==> src/rtl/dual_bin_to_bcd_pkg.sv <==
// Shared constants and FSM encoding for the dual binary-to-BCD converter.
package dual_bin_to_bcd_pkg;

  localparam int BIN_W_DEFAULT   = 14;
  localparam int N_DIG_DEFAULT   = 4;
  localparam int MAX_VAL_DEFAULT = 9999;
  localparam int NIB_W           = 4;

  typedef enum logic [1:0] {
    IDLE   = 2'd0,
    CONV_A = 2'd1,
    CONV_B = 2'd2
  } state_e;

endpackage

==> src/rtl/dual_bin_to_bcd_dabble_step.sv <==
// One double-dabble iteration: add 3 to every nibble >= 5, then shift in the next binary bit.
module dual_bin_to_bcd_dabble_step
  import dual_bin_to_bcd_pkg::*;
#(
  parameter int N_DIG = N_DIG_DEFAULT
) (
  input  logic [NIB_W*N_DIG-1:0] bcd_i,
  input  logic                   bin_msb_i,
  output logic [NIB_W*N_DIG-1:0] bcd_o
);

  logic [NIB_W*N_DIG-1:0] adj;

  always_comb begin
    adj = bcd_i;
    for (int i = 0; i < N_DIG; i++) begin
      if (bcd_i[i*NIB_W +: NIB_W] >= 4'd5) begin
        adj[i*NIB_W +: NIB_W] = bcd_i[i*NIB_W +: NIB_W] + 4'd3;
      end
    end
  end

  assign bcd_o = {adj[NIB_W*N_DIG-2:0], bin_msb_i};

endmodule

==> src/rtl/dual_bin_to_bcd.sv <==
// Converts two saturated binary counts to packed BCD with one shared double-dabble engine,
// A first then B, publishing both results together on a single done edge.
module dual_bin_to_bcd
  import dual_bin_to_bcd_pkg::*;
#(
  parameter int BIN_W   = BIN_W_DEFAULT,
  parameter int N_DIG   = N_DIG_DEFAULT,
  parameter int MAX_VAL = MAX_VAL_DEFAULT
) (
  input  logic                   clk,
  input  logic                   rst,
  input  logic                   load,
  input  logic [BIN_W-1:0]       value_A,
  input  logic [BIN_W-1:0]       value_B,
  output logic [NIB_W*N_DIG-1:0] digits_A,
  output logic [NIB_W*N_DIG-1:0] digits_B,
  output logic                   busy,
  output logic                   done,
  output logic                   ovf_A,
  output logic                   ovf_B
);

  localparam int                BCD_W    = NIB_W * N_DIG;
  localparam int                CNT_W    = (BIN_W > 1) ? $clog2(BIN_W) : 1;
  localparam logic [CNT_W-1:0]  LAST_CNT = CNT_W'(BIN_W - 1);
  localparam logic [BIN_W-1:0]  MAX_BIN  = BIN_W'(MAX_VAL);

  state_e             state_q, state_d;
  logic [CNT_W-1:0]   cnt_q, cnt_d;
  logic [BIN_W-1:0]   bin_q, bin_d;
  logic [BIN_W-1:0]   bin_b_q, bin_b_d;
  logic [BCD_W-1:0]   bcd_q, bcd_d;
  logic [BCD_W-1:0]   hold_a_q, hold_a_d;
  logic               stage_ovf_a_q, stage_ovf_a_d;
  logic               stage_ovf_b_q, stage_ovf_b_d;
  logic [BCD_W-1:0]   digits_a_q, digits_a_d;
  logic [BCD_W-1:0]   digits_b_q, digits_b_d;
  logic               ovf_a_q, ovf_a_d;
  logic               ovf_b_q, ovf_b_d;
  logic               busy_q, busy_d;
  logic               done_q, done_d;
  logic [BCD_W-1:0]   bcd_step;
  logic               last_iter;
  logic               sat_a, sat_b;

  dual_bin_to_bcd_dabble_step #(.N_DIG(N_DIG)) u_step (
    .bcd_i     (bcd_q),
    .bin_msb_i (bin_q[BIN_W-1]),
    .bcd_o     (bcd_step)
  );

  assign last_iter = (cnt_q == LAST_CNT);
  assign sat_a     = (value_A > MAX_BIN);
  assign sat_b     = (value_B > MAX_BIN);

  always_ff @(posedge clk) begin
    if (rst) state_q <= IDLE;
    else     state_q <= state_d;
  end

  always_comb begin
    state_d = state_q;
    unique case (state_q)
      IDLE:    if (load)      state_d = CONV_A;
      CONV_A:  if (last_iter) state_d = CONV_B;
      CONV_B:  if (last_iter) state_d = IDLE;
      default:                state_d = IDLE;
    endcase
  end

  // Datapath: capture in IDLE, iterate per state, commit both results on B's last step.
  always_comb begin
    cnt_d         = cnt_q;
    bin_d         = bin_q;
    bin_b_d       = bin_b_q;
    bcd_d         = bcd_q;
    hold_a_d      = hold_a_q;
    stage_ovf_a_d = stage_ovf_a_q;
    stage_ovf_b_d = stage_ovf_b_q;
    digits_a_d    = digits_a_q;
    digits_b_d    = digits_b_q;
    ovf_a_d       = ovf_a_q;
    ovf_b_d       = ovf_b_q;
    done_d        = 1'b0;
    busy_d        = (state_d != IDLE);
    unique case (state_q)
      IDLE: begin
        if (load) begin
          cnt_d         = '0;
          bcd_d         = '0;
          bin_d         = sat_a ? MAX_BIN : value_A;
          bin_b_d       = sat_b ? MAX_BIN : value_B;
          stage_ovf_a_d = sat_a;
          stage_ovf_b_d = sat_b;
        end
      end
      CONV_A: begin
        bcd_d = bcd_step;
        bin_d = bin_q << 1;
        cnt_d = cnt_q + CNT_W'(1);
        if (last_iter) begin
          hold_a_d = bcd_step;
          bcd_d    = '0;
          bin_d    = bin_b_q;
          cnt_d    = '0;
        end
      end
      CONV_B: begin
        bcd_d = bcd_step;
        bin_d = bin_q << 1;
        cnt_d = cnt_q + CNT_W'(1);
        if (last_iter) begin
          cnt_d      = '0;
          digits_a_d = hold_a_q;
          digits_b_d = bcd_step;
          ovf_a_d    = stage_ovf_a_q;
          ovf_b_d    = stage_ovf_b_q;
          done_d     = 1'b1;
        end
      end
      default: begin
        cnt_d = '0;
      end
    endcase
  end

  always_ff @(posedge clk) begin
    if (rst) begin
      cnt_q         <= '0;
      bin_q         <= '0;
      bin_b_q       <= '0;
      bcd_q         <= '0;
      hold_a_q      <= '0;
      stage_ovf_a_q <= 1'b0;
      stage_ovf_b_q <= 1'b0;
      digits_a_q    <= '0;
      digits_b_q    <= '0;
      ovf_a_q       <= 1'b0;
      ovf_b_q       <= 1'b0;
      busy_q        <= 1'b0;
      done_q        <= 1'b0;
    end else begin
      cnt_q         <= cnt_d;
      bin_q         <= bin_d;
      bin_b_q       <= bin_b_d;
      bcd_q         <= bcd_d;
      hold_a_q      <= hold_a_d;
      stage_ovf_a_q <= stage_ovf_a_d;
      stage_ovf_b_q <= stage_ovf_b_d;
      digits_a_q    <= digits_a_d;
      digits_b_q    <= digits_b_d;
      ovf_a_q       <= ovf_a_d;
      ovf_b_q       <= ovf_b_d;
      busy_q        <= busy_d;
      done_q        <= done_d;
    end
  end

  assign digits_A = digits_a_q;
  assign digits_B = digits_b_q;
  assign ovf_A    = ovf_a_q;
  assign ovf_B    = ovf_b_q;
  assign busy     = busy_q;
  assign done     = done_q;

endmodule

==> config.mk <==
export PLATFORM = sky130hd
export DESIGN_NAME = dual_bin_to_bcd
export DESIGN_NICKNAME = d
export VERILOG_FILES = /design/src/rtl/dual_bin_to_bcd_pkg.sv /design/src/rtl/dual_bin_to_bcd_dabble_step.sv /design/src/rtl/dual_bin_to_bcd.sv
export SDC_FILE = /design/constraint.sdc
export NUM_CORES = 1
export LEC_CHECK = 0
export CORE_ASPECT_RATIO = 1.2
export CORE_MARGIN = 2
export CORE_UTILIZATION = 40
export DETAILED_ROUTE_END_ITERATION = 10
export PLACE_DENSITY = 0.7
export RECOVER_POWER = 25
export SLEW_MARGIN = 20
export SYNTH_ARGS = -nofsm -noshare
export SYNTH_HDL_FRONTEND = slang
export SYNTH_HIERARCHICAL = 1
export SYNTH_SLANG_ARGS = --single-unit
==> constraint.sdc <==
create_clock -name clk -period 4.3 [get_ports clk]
set_input_delay 0.43 -clock clk [delete_from_list [all_inputs] [get_ports clk]]
set_output_delay 0.43 -clock clk [all_outputs]
set_load 0.03 [all_outputs]
; Yosys cells after proc, flatten, opt, wreduce, memory -nomap -nowiden
; Index checks and enable logic that the tools add are counted.
[op_classes]
eq_ne = 4
muxes = 20
order_cmp = 6
reduce_logical = 9
addsub = 5
bitwise_logic = 1
[op_table]
columns = op, n
row1 = 14-bit two-way mux, 4
row2 = 16-bit one-hot mux with 3 select lines, 1
row3 = 14-bit one-hot mux with 3 select lines, 1
row4 = 16-bit two-way mux, 2
row5 = "14-bit greater-than comparator, second input constant", 2
row6 = 4-bit two-way mux, 5
row7 = "4-bit by 3-bit greater-or-equal comparator with 1-bit output, second input constant", 4
row8 = "4-bit by 2-bit adder with 4-bit output, second input constant", 3
row9 = 4-bit one-hot mux with 2 select lines, 1
row10 = 2-bit AND reduction, 4
row11 = 2-bit two-way mux, 3
row12 = 2-bit one-hot mux with 3 select lines, 1
row13 = "4-bit by 1-bit adder with 4-bit output, second input constant", 1
row14 = "4-bit equality test, second input constant", 1
row15 = 2-bit OR reduction, 2
row16 = "3-bit by 2-bit adder with 3-bit output, second input constant", 1
row17 = 3-bit two-way mux, 1
row18 = 3-bit nonzero test, 1
row19 = "2-bit by 1-bit equality test with 1-bit output, second input constant", 1
row20 = "2-bit equality test, second input constant", 1
row21 = 2-bit zero test, 1
row22 = "2-bit inequality test, second input constant", 1
row23 = 2-bit nonzero test, 1
row24 = 1-bit two-way mux, 1
row25 = 1-bit NOT, 1
[totals]
elab_cells = 59
reg_bits = 104
in_bits = 31
output_inout_bits = 36

; Longest topological paths before layout
; Gate-level depths: netlist (run 1).
[depth]
ltp_word = 4
mapped_depth = 9
mapped_depth_nobuf = 7

; Cells and area by module
; Netlist (run 1), hierarchy kept.
[by_module_without_submodules]
columns = module, seq_area_each_um2, area_each_um2, n_inst, cells_each
row1 = dual_bin_to_bcd, 2082.0, 4160.2, 1, 483
row2 = dual_bin_to_bcd_dabble_step, 0.0, 392.9, 1, 61

; Worst setup path before layout (run 1)
; OpenSTA, ideal clock, no wires.
[synth_timing]
path_kind = register -> register
startpoint = register state_q[1]
endpoint = register bin_q[0]
path_stages_with_launch = 9
period_less_slack_ps = 1792
setup_slack_ps = 2508
required_ps = 4184
n_path_buf = 2
arrival_ps = 1676
cell_sequence = dfxtp_1 -> inv_1 -> ha_1 -> buf_2 -> inv_1 -> buf_4 -> nand3_1 -> a21o_1 -> o211a_1
[synth_via]
elab_chain_cells = 3
word_cells_on_any_way = 7
classes_between = eq/ne: 3 / mux: 1 / reduce/logical: 3
[synth_rtl]
columns = element, line_no
row1 = "start, declared", dual_bin_to_bcd.sv:28  ; state_e state_q, state_d;
row2 = "start signal, assigned", dual_bin_to_bcd.sv:58  ; else state_q <= state_d;
row3 = "2-bit equality test, or another cell as far along", dual_bin_to_bcd.sv:86  ; unique case (state_q)
row4 = 3-bit nonzero test (no line) or 2-bit inequality test (tied branches), --
row5 = 2-bit AND reduction (no line), --
row6 = "end signal, assigned", dual_bin_to_bcd.sv:144  ; bin_q <= bin_d;
row7 = "end, declared", dual_bin_to_bcd.sv:30  ; logic [BIN_W-1:0] bin_q, bin_d;
; Several ways; a longest one is shown, not always the timed one.
; A chain may end at the register's enable or synchronous reset.

; Final worst setup path (run 1)
[layout_timing]
startpoint = register cnt_q[1]
endpoint = register bin_q[12]
[layout_via]
elab_chain_cells = 3
[layout_rtl]
columns = element, line_no
row1 = "start, declared", dual_bin_to_bcd.sv:29  ; logic [CNT_W-1:0] cnt_q, cnt_d;
row2 = "start signal, assigned", dual_bin_to_bcd.sv:143  ; cnt_q <= cnt_d;
row3 = 4-bit equality test, dual_bin_to_bcd.sv:52  ; assign last_iter = (cnt_q == LAST_CNT);
row4 = 14-bit two-way mux, dual_bin_to_bcd.sv:101  ; if (last_iter) begin
row5 = 14-bit one-hot mux with 3 select lines, dual_bin_to_bcd.sv:86
; Every way passes these cells.

==> impl_metrics.yaml, run 1 <==
outcome:
  run_status: "completed"
die:
  io_pins: 67
  die_area_sq_um: 12300
  die-height_microns: 121
  start_util_pct: 41.1
  core_sq_um: 11100
  fp.dieW_microns: 101
  rows: 42
worst_setup_path:
  slowest_stage: "a21o_1"
  cp_top_family: "compound AO/OA/AOI/OAI gates"
  r2r-start: "cnt_q[1]"
  endpoint_kind: "register"
  cp.arrival_ns: 2.58
  worstPathMaxFanout: 29
  worst-path-buf-inv: 1
  cp.depth: 6
  required_ns: 4.53
  crit_path_start_kind: "register"
  crit_type: "reg2reg"
  startpoint: "cnt_q[1]"
  r2r_cells: 6
  slowest_delay_ns: 0.85
  path_cells: "inv_1 > ha_1 > nand3_2 > a21o_1 > a221oi_1 > o41ai_1"
logic_synthesis:
  synth.distinct_cells: 48
  ys_warn_count: 6
  postSynthCellCount: 544
  synthArstFlopShare_pct: 0
  syn_nets: 589
  synth_seq_cells: 104
  yosysSeqAreaShare_pct: 45.7
  synth_xor_area_share_pct: 0.769
  synth_adder_area_share_pct: 3.85
  synth-compound-area-share_pct: 21.4
  synth_top_family_by_area: "simple AND/OR/NAND/NOR gates"
  avgSynthCellArea_sq_um: 8.37
  synth_area_sq_um: 4550
  ys.flop_type: "dfxtp_1"
  synth_edf_count: 0
  synth_mux_area_share_pct: 0.879
  synth_simple_gate_area_share_pct: 21.7
route:
  vias: 3916
  detail_route.first_pass.iterations: 5
  drtIter0Drc: 151
  wl_microns: 10300
  antenna_left: 0
  viasPerCell: 5.28
  wire_per_inst_microns: 13.9
  drc: 0
cts:
  cts_setup_buffers: 0
  clock_path_buffers: 2
  cts_tree: "done"
  clk_latency_ns: 0.34
  cts.sinks: 104
  root_buffer: "clkbuf_16"
  numCtsBuffers: 9
  cts_resized: 0
  postCtsHoldBufs: 0
  htree_num_levels: 3
  clk_pin_slew_ns: 0.06
placed_design:
  portBuffers: 66
  hpwl_microns: 7070
  dp_cells: 729
  gp_congestion: 0.815
timing:
  max_freq_mhz: 425
  setup_tns_ns: 0
  hold_viol: 0
  rsz0062_at_grt: "false"
  clock_skew_ns: 0.00307
  max-slew-margin-rel_pct: 27.9
  setup_viol: 0
  fin_crit_ns: 2.35
  maxSlewViolCount: 0
  holdWs_ns: 0.449
  min_period_over_period_pct: 54.8
  worst_slew_pin_slew_ns: 1.08
hold_path:
  worstHoldPathCells: 2
  hp-start: "digits_A[1]"
  hp-class: "reg2reg"
global_route:
  grt_pass1_vias: 3689
  grt_max_degree: 56
  grt_pass1_wl_microns: 17100
  overflow: 0
  antenna_found_initial: 0
  track_usage_pct: 17.1
power_and_ir_drop:
  ir_drop_v: 0.000176
  p_per_area_nw_per_um2: 360
  leakagePower_nw: 2.08
  total_power_w: 0.00198
job:
  cap_violations: 0
final_layout:
  layout_common_cells: "nand2_1, dfxtp_1, a21oi_1"
  stdcell_count: 742
  final_common_cell: "nand2_1"
  syn2layout_area_growth_pct: 20.5
  n_fill_cell: 1066
  final_layout_size_suffix_gt1_share_pct: 5.27
  antenna_cells: 0
  nets: 631
==> worst reg2reg max path: cells and delay by family (launching register included) <==
family	cells	cell delay, ns
simple gates	1	0.12
buf+inv	1	0.06
compound gates	3	1.47
fa+ha+maj	1	0.21
flops	1	0.38
==> stage by stage <==
stage	utilization, %	worst slack (ns)	instance area, sq um
6_report	49.5	1.95	5490
5_1_grt	49.5	1.77	5490
4_1_cts	49.4	1.92	5480
3_5_place_dp	47.0	1.77	5210
3_3_place_gp	47.0	1.86	5210
2_1_floorplan	-	2.51	4550
==> synth_stat cells (4+ instances only) <==
master | number | area (sq um)
nand3_1 | 6 | 30.0
inv_1 | 14 | 52.6
buf_4 | 8 | 60.1
o21ai_0 | 7 | 35.0
nor4_1 | 5 | 31.3
mux2i_1 | 4 | 40.0
buf_2 | 12 | 60.1
a22oi_1 | 4 | 30.0
nor3b_1 | 6 | 45.0
dfxtp_1 | 104 | 2080
nor3_1 | 8 | 40.0
a21oi_2 | 4 | 35.0
nor2_1 | 55 | 206
o211a_1 | 7 | 70.1
o22ai_1 | 4 | 25.0
clkbuf_1 | 12 | 45.0
nand2b_1 | 8 | 50.1
a221oi_1 | 6 | 52.6
ha_1 | 14 | 175
a21oi_1 | 68 | 340
a221o_1 | 5 | 50.1
xnor2_1 | 4 | 35.0
a32oi_1 | 16 | 140
nand3b_1 | 4 | 30.0
nand2_1 | 123 | 462
==> flip-flops by register name, indices dropped and copies added (netlist names) <==
signal / flops
bcd_q: 16
digits_A: 16
digits_B: 16
hold_a_q: 16
bin_b_q: 14
bin_q: 14
cnt_q: 4
state_q: 2
busy: 1
done: 1
ovf_A: 1
ovf_B: 1
stage_ovf_a_q: 1
stage_ovf_b_q: 1
==> layer usage <==
| layer | up-vias | wire [microns] | track usage [%] |
|---|---|---|---|
| li1 | 1970 | - | - |
| met1 | 1836 | 4620 | 21.4 |
| met2 | 94 | 5140 | 29.5 |
| met4 | 0 | 151 | 5.74 |
| met3 | 16 | 410 | 2.88 |
| met5 | - | 0 | 0 |
==> kinds of logic (layout without fill, tap and decap cells) <==
family	after synthesis	after routing
simple gates	227	227
compound gates	140	140
flops	104	104
buf+inv	51	95
fa+ha+maj	14	14
xor+xnor	4	4
mux	4	4
==> area by class of cell <==
cell class | instances | area, sq um | area share, %
clock buffer | 12 | 246 | 4.49
timing repair buffer | 67 | 663 | 12.1
multi-input combinational | 389 | 2220 | 40.4
clock inverter | 1 | 30.0 | 0.547
inverter | 15 | 56.3 | 1.03
sequential | 104 | 2080 | 37.9
tap | 154 | 193 | 3.51
==> power by group <==
part / internal [W] / switching [W]
logic: 0.0000735 / 0.000111
clock network: 0.000458 / 0.000322
registers: 0.000993 / 0.0000195
==> worst paths after layout <==
kind / endpoint / slack (ns)
worst max-delay path: bin_q[12] / 1.95
worst min-delay path: digits_A[1] / 0.45
worst max register to register: bin_q[12] / 1.95
worst min register to register: digits_A[1] / 0.45
No activity file was read; power rests on OpenSTA's default activity.
==> inputs of run 2 (changes only) <==
- clock period: 4.3 -> 2.46 ns (I/O delays scaled with it)
==> impl_metrics.yaml, run 2 (synthesis results as in run 1) <==
global_route:
  grt_max_degree: 50
  track_usage_pct: 17.7
  overflow: 0
  grtUsageMet1_pct: 21.5
  use_met3_pct: 2.65
  grt_pass1_vias: 3786
  grt_use_met2_pct: 30.9
  grt_busiest_layer: "met2"
  antenna_found_initial: 0
  grt_pass1_wl_microns: 17500
worst_setup_path:
  endpoint_kind: "register"
  r2r_cells: 6
  required_ns: 2.75
  slowest_stage: "nor3_4"
  path_cells: "inv_1 > ha_1 > inv_1 > nor3_4 > a32oi_1 > nor2_1"
  crit_type: "reg2reg"
  slowest_delay_ns: 0.61
  crit_path_start_kind: "register"
  worstPathMaxFanout: 16
  cp.arrival_ns: 2.48
  crit_path_frequent_cell: "inv_1"
cts:
  clock_path_buffers: 2
  htree_num_levels: 3
  clk_latency_ns: 0.35
  cts.sinks: 104
  root_buffer: "clkbuf_16"
  cts_setup_buffers: 0
  numCtsBuffers: 9
  clk_pin_slew_ns: 0.07
  cts_tree: "done"
  postCtsHoldBufs: 0
  cts_resized: 0
timing:
  max-slew-margin-rel_pct: 51.3
  holdWs_ns: 0.243
  setup_viol: 0
  max_freq_mhz: 456
  rsz0062_at_grt: "false"
  fin_crit_ns: 2.19
  hold_viol: 0
  clock_skew_ns: 0.00897
  maxSlewViolCount: 0
  worst_slew_pin_slew_ns: 0.731
  layout_setup_ws_ns: 0.265
  setup_tns_ns: 0
  min_period_over_period_pct: 89.2
final_layout:
  layout_common_cells: "nand2_1, dfxtp_1, a21oi_1"
  syn2layout_area_growth_pct: 22.2
  nets: 640
  antenna_cells: 0
  final_layout_size_suffix_gt1_share_pct: 7.00
  final_cell_area_sq_um: 5560
  utilization_pct: 50.2
  final_common_cell: "nand2_1"
power_and_ir_drop:
  power_frac_seq_pct: 50.6
  ir_drop_v: 0.000316
  power.net_switching_w: 0.000878
  p_clk_share_pct: 40.1
  p_int_w: 0.00262
  combPwrFrac_pct: 9.3
  switching_share_pct: 25.1
  leakagePower_nw: 2.12
  p_per_area_nw_per_um2: 629
route:
  detail_route.first_pass.iterations: 4
  viasPerCell: 5.29
  drc: 0
  antenna_left: 0
  drtIter0Drc: 191
  vias: 3992
  wire_per_inst_microns: 13.9
  wl_microns: 10500
placed_design:
  dpl_cell_area_sq_um: 5270
  hpwl_microns: 7410
  gp_congestion: 0.832
  portBuffers: 66
  place_ws_ns: 0.279
outcome:
  run_status: "completed"
die:
  core_sq_um: 11100
  fp.dieW_microns: 101
  io_pins: 67
  die-height_microns: 121
  rows: 42
  die_area_sq_um: 12300
  start_util_pct: 41.1
job:
  cap_violations: 0
hold_path:
  worstHoldPathCells: 2
  hp-class: "in2reg"
## run 2: cell count changes in the layout (fill, tap and decap cells not counted), sizes merged, moves of 2 or more
cell	before	now
buf	2	10
clkdlybuf4s50	35	37
clkinv	1	3
clkinvlp	0	2
dlygate4sd3	30	28
## run 2: cell type report
cell class	instances	area (sq um)
timing repair buffer	76	727
clock inverter	5	40.0
multi-input combinational	389	2210
tap	154	193
fill	1060	5530
clock buffer	11	253
sequential	104	2080
inverter	15	56.3
## run 2: per-layer routing
layer / routed length [microns] / part of all wire (%) / vias up
li1: - / - / 1993
met4: 180 / 1.7 / 0
met5: 0 / 0 / -
met1: 4560 / 44 / 1876
met2: 5330 / 51 / 108
met3: 400 / 3.8 / 15
## run 2: power groups by stage
stage / logic [W] / clock network (W) / registers (W)
floorplan: 0.000223 / 0 / 0.00180
global placement: 0.000318 / 0 / 0.00181
detailed placement: 0.000326 / 0 / 0.00181
CTS: 0.000327 / 0.00142 / 0.00177
global route: 0.000361 / 0.00148 / 0.00177
finish: 0.000326 / 0.00140 / 0.00177
## run 2: stage by stage
step           instances  power (W)
2_1_floorplan        544    0.00202
3_3_place_gp         738    0.00212
3_5_place_dp         738    0.00213
4_1_cts              754    0.00352
5_1_grt              754    0.00361
6_report             754    0.00350
## run 2: worst paths after layout
check	start	endpoint	slack, ns
worst min register to register	digits_B[12]	digits_B[12]	0.45
worst min-delay path	rst	cnt_q[0]	0.24
worst max register to register	state_q[1]	bcd_q[7]	0.27
worst max-delay path	state_q[1]	bcd_q[7]	0.27
## run 2: critical path, delay by kind of cell (launching register included)
family | cells | cell delay, ns
buffers and inverters | 2 | 0.37
and+or+nand+nor | 2 | 0.74
AOI/OAI and AO/OA | 1 | 0.20
adders and majority gates | 1 | 0.44
DFF | 1 | 0.39
